==> src/rtl/up_counter4.sv <==
// up_counter4: WIDTH-bit synchronous up-counter with parallel load.
// Priority on each rising clk edge: rst, then load, then increment.
// The count wraps modulo 2^WIDTH with no carry output. It is driven straight
// from the state register, so no input reaches count combinationally.
module up_counter4 #(
  parameter int WIDTH = 4
) (
  input  logic             clk,
  input  logic             rst,
  input  logic             load,
  input  logic [WIDTH-1:0] a,
  output logic [WIDTH-1:0] count
);

  localparam logic [WIDTH-1:0] ONE = {{(WIDTH-1){1'b0}}, 1'b1};

  // State register: synchronous reset wins over load, and load wins over counting.
  always_ff @(posedge clk) begin
    if (rst) begin
      count <= '0;
    end else if (load) begin
      count <= a;
    end else begin
      count <= count + ONE;
    end
  end

endmodule

==> config.mk <==
export PLATFORM = sky130hd
export DESIGN_NAME = up_counter4
export DESIGN_NICKNAME = d
export VERILOG_FILES = /design/src/rtl/up_counter4.sv
export SDC_FILE = /design/constraint.sdc
export NUM_CORES = 1
export LEC_CHECK = 0
export BUFFER_PORTS_ARGS = -buffer_cell sky130_fd_sc_hd__buf_2
export CAP_MARGIN = 25
export CORE_AREA = 2 2 39 41
export CTS_CLUSTER_DIAMETER = 80
export CTS_CLUSTER_SIZE = 14
export DETAILED_ROUTE_END_ITERATION = 6
export DIE_AREA = 0 0 41 43
export GPL_TIMING_DRIVEN = 0
export SETUP_SLACK_MARGIN = 0.05
export SYNTH_ARGS = -nofsm -noshare
export SYNTH_HDL_FRONTEND = slang
export SYNTH_SLANG_ARGS = --single-unit
==> constraint.sdc <==
create_clock -name clk -period 1.5 [get_ports clk]
set_clock_uncertainty 0.1 [all_clocks]
set_input_delay 0.3 -clock clk [delete_from_list [all_inputs] [get_ports clk]]
set_output_delay 0.3 -clock clk [all_outputs]
set_load 0.02 [all_outputs]
=== Word-level counts from Yosys, hierarchy flattened ===
Index checks and enable logic that the tools add are counted.

* Add/sub/neg operators: 1
* Mux-type cells: 1

{| class="wikitable"
|+ Operator list
! operator !! count
|-
| 4-bit by 1-bit adder with 4-bit output (second input constant) || 1
|-
| 4-bit two-way mux || 1
|}

* Register bits: 4
* Input bits: 7
* Output and inout port bits: 4
* Logic and storage cells: 3

=== Longest topological paths before layout ===
Gate-level depths: netlist of the first run.

* Depth in word-level cells: 2
* Mapped depth: 3

=== Worst setup path after synthesis of the first run ===
No wires, ideal clock.

* Kind: reg2reg
* Start: register count[0]
* End: register count[2]
* Library setup time: 0.086 ns
* Arrival: 0.931 ns
* Path slack: 0.383 ns
* Stages on the path, launching flop included: 4
* Path buffers: 0
* Period minus slack after synthesis: 1.117 ns
* Path through: dfxtp_1 ha_1 xnor2_1 a211oi_1

* Word-level cells in the longest chain between the ends: 2

{| class="wikitable"
|+ RTL lines
! element !! RTL line !! source
|-
| start: declaration || 12 || <nowiki>output logic [WIDTH-1:0] count</nowiki>
|-
| start signal: assignment || 24 || <nowiki>count <= count + ONE;</nowiki>
|-
| 4-bit by 1-bit adder with 4-bit output || 24 ||
|-
| 4-bit two-way mux || 21 || <nowiki>end else if (load) begin</nowiki>
|}

No other way between the ends.
A chain may end at the register's enable or synchronous reset.

=== Worst setup path after layout of the first run ===
* Start: register count[0]
* End: output port count[0]

No word-level cell between the ends.

==> flow_summary.json, run 1 <==
{
  "status": "completed",
  "cts_tree": "yes",
  "cp.depth": 1,
  "synthTopCellsByCount": "dfxtp_1 (4), nor2b_1 (4), a211oi_1 (2)",
  "drt-total-wl_um": 443,
  "avgSynthCellArea_um2": 10.5,
  "synth_nets": 26,
  "maxCapViolCount": 0,
  "ys_async_sr_fraction_pct": 0,
  "synth_area_leaders": "dfxtp_1 (42%), nor2b_1 (13%), a2111oi_2 (7.9%), a211oi_1 (7.9%), ha_1 (6.6%)",
  "io_pins": 11,
  "cts.path.max_buffers": 2,
  "crit_buf_inv": 1,
  "critPathKind": "reg2out",
  "cts_htree_levels": 1,
  "synth_top_area_cell": "dfxtp_1",
  "p_switching_w": 0.0000821,
  "placementRows": 14,
  "synthCells": 18,
  "fillers": 153,
  "fin_crit_ps": 1210,
  "crit_path_start": "count[0]",
  "viasPerCell": 3.85,
  "swShare_pct": 26.3,
  "share_seq_of_total_power_pct": 39.7,
  "die-area_um2": 1760,
  "cts_hold_buf": 0,
  "root_buffer": "clkbuf_4",
  "holdPathStages": 2,
  "pwr-share-clk_pct": 43.4,
  "route.top_layer_used": "met3",
  "pre_cts_slack_ps": 397,
  "coreArea_um2": 1380,
  "drcViolationCount": 0,
  "critical_path_required_ps": 1100,
  "path_cells": "buf_2",
  "critPathTopFamily": "flip-flops",
  "grt_use_total_pct": 7.33,
  "route.met3.wl_um": 79,
  "fmax_mhz": 825,
  "syn_to_final_growth_pct": 49.0,
  "worst_pin_slew_ps": 282,
  "largest_register_ffs": 4,
  "slowest_stage": "dfxtp_1",
  "ff2ff_path_depth": 3,
  "yosys_warnings": 0,
  "grt_max_degree": 8,
  "hp-class": "in2reg",
  "end_kind": "output port",
  "p_int_w": 0.000230,
  "num-nets-final": 41,
  "fp.dieW_um": 41,
  "numCtsBuffers": 3,
  "gp_congestion": 0.740,
  "netlist.area_leader.share_pct": 42.4,
  "fin_area_um2": 282,
  "cts_sinks": 4,
  "port_buffers": 10,
  "rsz0062_at_grt": "no",
  "setup_ws_ps": 287,
  "p_comb_share_pct": 16.9,
  "critPathMaxStageDelay_ps": 380,
  "yosys.area_share.xor_xnor_pct": 4.64,
  "irDropWorstVdd_uv": 447,
  "ys.flop_type": "dfxtp_1",
  "power_leakage_nw": 0.133,
  "dr_wl_met2_um": 156,
  "powerDensity_nw_per_um2": 1110,
  "area.sequential_um2": 80.1,
  "ant_nets": 0,
  "post_cts_resized": 0,
  "synth_top_family_by_area": "compound AO/OA/AOI/OAI gates",
  "multi_input_area_um2": 105,
  "hold_viol_final": 0,
  "grt_pass1_vias": 163,
  "drt_iter0_drc": 0,
  "worstPathMaxFanout": 5,
  "diodes": 0,
  "syn-cell-area_um2": 189,
  "synth_fa_ha_area_share_pct": 6.62,
  "critical_path_arrival_ps": 810,
  "top_register": "count",
  "start_util_pct": 13.7,
  "place_area_um2": 259,
  "crit_path_start_kind": "flop",
  "drive_gt1_share_pct": 45.2,
  "grt_first_pass_wirelength_um": 752,
  "drv_slew": 0,
  "clk_latency_ps": 240,
  "synth_mux_area_share_pct": 5.30,
  "setup_viol": 0,
  "yosys.area_share.simple_pct": 18.5,
  "largest_registers": "count (4)",
  "synth_edf_count": 0,
  "ys_types": 11,
  "setup_tns_ps": 0,
  "hold_start": "rst",
  "vias": 181,
  "firstDrtPassIters": 1,
  "relSlewSlack_pct": 81.0,
  "r2r-start": "count[0]",
  "wl_met1_um": 208,
  "synth-seq-cells": 4,
  "grt_overflow": 0,
  "die_h_um": 43,
  "synth_compound_area_share_pct": 20.5,
  "clk_pin_slew_ps": 40,
  "antenna_found_initial": 0,
  "post_cts_buffers": 0,
  "timing.final.crit_share_pct": 80.9,
  "wl_per_cell_um": 9.43,
  "yosysSeqAreaShare_pct": 42.4
}
==> area by class of cell <==
cell class              count  area share (%)
flip-flops and latches      4            28.4
clock buffers               3            8.00
well taps                  16            7.11
repair buffers             10            17.8
multi-input cells          13            37.3
inverters                   1            1.33
==> per-stage QoR <==
| step | hold WS, ps | util, % | total power, W | cells |
|---|---|---|---|---|
| 6_report | 185 | 20.3 | 0.000312 | 47 |
| 4_1_cts | 181 | 20.3 | 0.000320 | 47 |
| 5_1_grt | 180 | 20.3 | 0.000339 | 47 |
| 2_1_floorplan | 269 | - | 0.000155 | 18 |
| 3_3_place_gp | 413 | 18.7 | 0.000178 | 44 |
| 3_5_place_dp | 422 | 18.7 | 0.000178 | 44 |
==> metal layers <==
metal	track usage, %	up-vias
met1	9.32	77
met3	8.38	0
met2	6.88	11
met5	0	-
met4	4.00	0
li1	-	93
==> final timing paths <==
| check | to | slack (ps) |
|---|---|---|
| worst max-delay path | count[0] | 290 |
| worst min-delay path | count[3] | 180 |
| worst max register to register | count[2] | 420 |
| worst min register to register | count[0] | 420 |
==> power by group through the flow <==
stage,combinational (W),clock (W),sequential [W]
after floorplan,0.0000200,0,0.000135
after global placement,0.0000523,0,0.000125
after detailed placement,0.0000527,0,0.000126
after CTS,0.0000534,0.000142,0.000124
after global routing,0.0000584,0.000156,0.000125
final,0.0000526,0.000135,0.000124
==> layout by cell type, fill, tap and decap left out, types with 2 or more instances in the layout <==
| cell | n |
|---|---|
| a211oi_1 | 2 |
| buf_2 | 10 |
| clkbuf_4 | 3 |
| dfxtp_1 | 4 |
| nor2b_1 | 4 |
==> cells by family (layout without fill, tap and decap cells) <==
family	Yosys count	after routing
simple gates	6	6
compound gates	4	4
flops	4	4
fa+ha+maj	1	1
xor+xnor	1	1
mux	1	1
buf+inv	1	14
Note: power is estimated with default switching activity, not from simulation.
==> inputs of run 2 (changes only) <==
==> constraint.sdc (replaced) <==
create_clock -name clk -period 1.02 [get_ports clk]
set_clock_uncertainty 0.1 [all_clocks]
set_input_delay 0.204 -clock clk [delete_from_list [all_inputs] [get_ports clk]]
set_output_delay 0.204 -clock clk [all_outputs]
set_load 0.02 [all_outputs]
==> run 2 against run 1 <==
Combinational power up 100%. Die area unchanged. Sequential cell count unchanged. Design area up 30%. Utilization up 6.1 points. Clock power up 62%. First-iteration DRC count up 2. Global-route usage about the same. The flow now finishes with violations (negative setup slack). Critical path depth unchanged.
==> flow_summary.json, run 2 (synthesis results as in run 1) <==
{
  "status": "finished with violations",
  "failed_checks": "negative setup slack",
  "viasPerCell": 3.90,
  "pre_cts_slack_ps": -9.67,
  "powerDensity_nw_per_um2": 1410,
  "cts_tree": "yes",
  "syn_to_final_growth_pct": 94.0,
  "grt_pass1_vias": 186,
  "final_cell_mix": "buf_2 (6), nor2b_1 (4), buf_6 (4)",
  "grtUsageMet2_pct": 7.19,
  "antenna_found_initial": 0,
  "clk_latency_ps": 240,
  "critPathMaxStageDelay_ps": 380,
  "path_cells": "buf_6",
  "fmax_mhz": 948,
  "final_common_cell": "buf_2",
  "setup_ws_ps": -34.5,
  "io_pins": 11,
  "setup_tns_ps": -58.8,
  "die-area_um2": 1760,
  "vias": 191,
  "largest_registers": "count (4)",
  "power_leakage_nw": 0.146,
  "ff2ff_path_depth": 2,
  "worst_pin_slew_ps": 283,
  "cp.depth": 1,
  "area.sequential_um2": 92.6,
  "place_hpwl_um": 352,
  "start_util_pct": 13.7,
  "port_buffers": 10,
  "grt_overflow": 0,
  "crit_path_start_kind": "flop",
  "firstDrtPassIters": 2,
  "cts.path.max_buffers": 2,
  "holdPathStages": 3,
  "root_buffer": "clkbuf_4",
  "hp-class": "in2reg",
  "relSlewSlack_pct": 81.1,
  "grt.busiest_layer": "met1",
  "crit_buf_inv": 1,
  "cts_hold_buf": 0,
  "top_register": "count",
  "grt_use_total_pct": 7.34,
  "cts_sinks": 4,
  "slowest_stage": "dfxtp_4",
  "hold_viol_final": 0,
  "drt_iter0_drc": 2,
  "finalPower_w": 0.000518,
  "cts_htree_levels": 1,
  "fp.dieW_um": 41,
  "numCtsBuffers": 3,
  "largest_register_ffs": 4,
  "diodes": 0,
  "fin_crit_ps": 1050,
  "drt-total-wl_um": 467,
  "critical_path_arrival_ps": 750,
  "clk_pin_slew_ps": 40,
  "wl_per_cell_um": 9.53,
  "worstPathMaxFanout": 5,
  "drive_gt1_share_pct": 66.7,
  "hold_slack_ps": 93.2,
  "critical_path_required_ps": 720,
  "die_h_um": 43,
  "coreArea_um2": 1380,
  "drv_slew": 0,
  "maxCapViolCount": 0,
  "irDropWorstVdd_uv": 862,
  "grt_max_degree": 8,
  "ant_nets": 0,
  "grtUsageMet1_pct": 9.39,
  "drcViolationCount": 0,
  "fillers": 151,
  "grt_first_pass_wirelength_um": 779,
  "critPathKind": "reg2out",
  "critPathTopFamily": "flip-flops",
  "end_kind": "output port",
  "timing.final.crit_share_pct": 103,
  "num-nets-final": 42,
  "placementRows": 14,
  "multi_input_area_um2": 141,
  "fin_util_pct": 26.5,
  "rsz0062_at_grt": "yes",
  "gp_congestion": 0.715,
  "met3_usage_pct": 6.28,
  "setup_viol": 3
}
-- run 2: changes by cell type in the layout (fill, tap and decap cells not counted), sizes merged --
cell and change:
buf +1, clkbuf +1
-- run 2: per-layer routing --
layer / wire [um] / share of wire [%]
met5: 0 / 0
met1: 217 / 46
met2: 168 / 36
met4: 11 / 2.4
met3: 70 / 15
-- run 2: power breakdown --
| part | internal (W) | switching [W] | leakage [nW] |
|---|---|---|---|
| clock | 0.000147 | 0.0000719 | 0.0150 |
| combinational | 0.0000606 | 0.0000468 | 0.0959 |
| sequential | 0.000171 | 0.0000206 | 0.0353 |
| total | 0.000378 | 0.000139 | 0.146 |
-- run 2: layout make-up --
class                   instances  share of cell area (%)
clock buffers                   4                    7.17
well taps                      16                    5.46
flip-flops and latches          4                    25.3
multi-input cells              13                    38.6
repair buffers                 11                    22.5
inverters                       1                    1.02
-- run 2: what timing repair did --
action | 4_1_cts | 5_1_grt
buffers inserted | 1 | 0
endpoints found under the setup margin | 6 | 7
gates cloned | 0 | 0
resized for setup | 8 | 3
pin swaps | 2 | 1
-- run 2: worst paths after layout --
kind,startpoint,end,slack (ps)
setup / recovery,count[0],count[0],-30
hold / removal,a[1],count[1],90
setup reg to reg,count[1],count[3],0
hold reg to reg,count[0],count[0],400
-- run 2: stage by stage --
stage               cells  cell area (um^2)
floorplan              18               216
global placement       44               287
detailed placement     44               287
CTS                    49               345
global route           49               367
finish                 49               367
==> inputs of run 3 (changes only) <==
--- a/config.mk
+++ b/config.mk
@@ -9,10 +9,11 @@
 export CAP_MARGIN = 25
 export CORE_AREA = 2 2 39 41
 export CTS_CLUSTER_DIAMETER = 80
-export CTS_CLUSTER_SIZE = 14
+export CTS_CLUSTER_SIZE = 20
 export DETAILED_ROUTE_END_ITERATION = 6
 export DIE_AREA = 0 0 41 43
 export GPL_TIMING_DRIVEN = 0
+export MAX_ROUTING_LAYER = met4
 export SETUP_SLACK_MARGIN = 0.05
 export SYNTH_ARGS = -nofsm -noshare
 export SYNTH_HDL_FRONTEND = slang
==> run 3 against run 2 <==
The run still ends with negative setup slack left. Design area unchanged. Global-route usage is 0.18 points higher. Sequential power about the same. Sequential share of layout area unchanged. Combinational power hardly changed. Total power barely moved. Clock power about the same. Final cell count did not move. Largest cell class unchanged.
==> flow_summary.json, run 3 (synthesis results as in run 1) <==
{
  "status": "finished with violations",
  "failed_checks": "negative setup slack",
  "path_cells": "buf_6",
  "slowest_stage": "dfxtp_4",
  "port_buffers": 10,
  "end_kind": "output port",
  "grt_pass1_vias": 185,
  "root_buffer": "clkbuf_4",
  "fin_crit_ps": 1050,
  "drcViolationCount": 0,
  "grt_overflow": 0,
  "route.met3.wl_um": 64,
  "hold_start": "a[1]",
  "crit_buf_inv": 1,
  "cts_tree": "yes",
  "start_util_pct": 13.7,
  "vias": 192,
  "r2r_end": "count[3]",
  "swShare_pct": 26.8,
  "crit_path_start_kind": "flop",
  "cts_sinks": 4,
  "critPathMaxStageDelay_ps": 380,
  "final_common_cell": "buf_2",
  "r2r-start": "count[1]",
  "place_hpwl_um": 352,
  "grt_max_degree": 8,
  "hp-class": "in2reg",
  "power_leakage_nw": 0.146,
  "num-nets-final": 42,
  "largest_register_ffs": 4,
  "final_cell_mix": "buf_2 (6), nor2b_1 (4), buf_6 (4)",
  "grt_use_total_pct": 7.53,
  "coreArea_um2": 1380,
  "maxCapViolCount": 0,
  "share_seq_of_total_power_pct": 36.9,
  "die-area_um2": 1760,
  "worst_pin_slew_ps": 283,
  "drt_iter0_drc": 4,
  "gp_congestion": 0.723,
  "firstDrtPassIters": 2,
  "ff2ff_path_depth": 2,
  "rsz0062_at_grt": "yes",
  "timing.final.crit_share_pct": 103,
  "placementRows": 14,
  "irDropWorstVdd_uv": 861,
  "cts_hold_buf": 0,
  "pwr-share-clk_pct": 42.3,
  "cts.path.max_buffers": 2,
  "cts_htree_levels": 1,
  "syn_to_final_growth_pct": 94.0,
  "setup_viol": 3,
  "holdPathEnd": "count[1]",
  "holdPathStages": 3,
  "relSlewSlack_pct": 81.1,
  "drive_gt1_share_pct": 66.7,
  "die_h_um": 43,
  "clk_latency_ps": 240,
  "regToRegSetupSlack_ps": 0,
  "worstPathMaxFanout": 5,
  "io_pins": 11,
  "setup_ws_ps": -32.7,
  "route.top_layer_used": "met4",
  "critical_path_required_ps": 720,
  "antenna_found_initial": 0,
  "largest_registers": "count (4)",
  "wl_met1_um": 218,
  "setup_tns_ps": -56.9,
  "wl_per_cell_um": 9.43,
  "top_register": "count",
  "fp.dieW_um": 41,
  "grt_first_pass_wirelength_um": 779,
  "p_int_w": 0.000378,
  "drv_slew": 0,
  "dr_wl_met2_um": 168,
  "powerDensity_nw_per_um2": 1410,
  "p_switching_w": 0.000139,
  "fmax_mhz": 950,
  "ant_nets": 0,
  "viasPerCell": 3.92,
  "critical_path_arrival_ps": 750,
  "drt-total-wl_um": 462,
  "diodes": 0,
  "numCtsBuffers": 3,
  "clk_pin_slew_ps": 40,
  "hold_slack_ps": 93.6,
  "critPathKind": "reg2out",
  "critPathTopFamily": "flip-flops",
  "hold_viol_final": 0,
  "p_comb_share_pct": 20.8
}
==> run 3: routing by layer <==
metal	track usage (%)	vias to the layer above
li1	-	95
met1	9.39	80
met2	7.19	14
met3	6.28	3
met4	6.00	0
met5	-	-
==> run 3: how the worst max path moves through the flow <==
stage             start       end  cells past startpoint
2_1_floorplan  count[1]  count[3]                      2
3_3_place_gp       load  count[3]                      3
3_5_place_dp       load  count[3]                      3
4_1_cts        count[0]  count[0]                      1
5_1_grt        count[0]  count[0]                      1
6_report       count[0]  count[0]                      1
==> run 3: power groups by stage <==
stage          clock network (W)   logic, W  registers [W]
2_1_floorplan                  0  0.0000320       0.000204
3_3_place_gp                   0  0.0000800       0.000190
3_5_place_dp                   0  0.0000822       0.000191
4_1_cts                 0.000228   0.000102       0.000190
5_1_grt                 0.000251   0.000117       0.000194
6_report                0.000219   0.000107       0.000191
==> run 3: layout make-up <==
cell class	count	area, um^2
sequential	4	92.6
fill	151	1020
multi-input combinational	13	141
tap	16	20.0
inverter	1	3.75
clock buffer	4	26.3
timing repair buffer	11	82.6
==> run 3: repair_timing <==
| item | 4_1_cts | 5_1_grt |
|---|---|---|
| resized for setup | 8 | 3 |
| setup buffers | 1 | 0 |
| hold endpoints to repair | 0 | 0 |
| endpoints found under the setup margin | 6 | 7 |
| pin swaps | 2 | 1 |
==> run 3: tightest hold or removal path, cell delays in order <==
cell,delay [ps]
buf_2,70
mux2i_1,50
nor2_1,70
==> run 3: through the flow <==
stage               cells  util [%]  setup slack (ps)  power [W]  cell area [um^2]
floorplan              18         -              13.7   0.000236               216
global placement       44      20.7             -4.97   0.000270               287
detailed placement     44      20.7             -9.67   0.000273               287
CTS                    49      25.0             -36.1   0.000520               345
global route           49      26.5             -72.4   0.000562               367
finish                 49      26.5             -32.7   0.000517               367
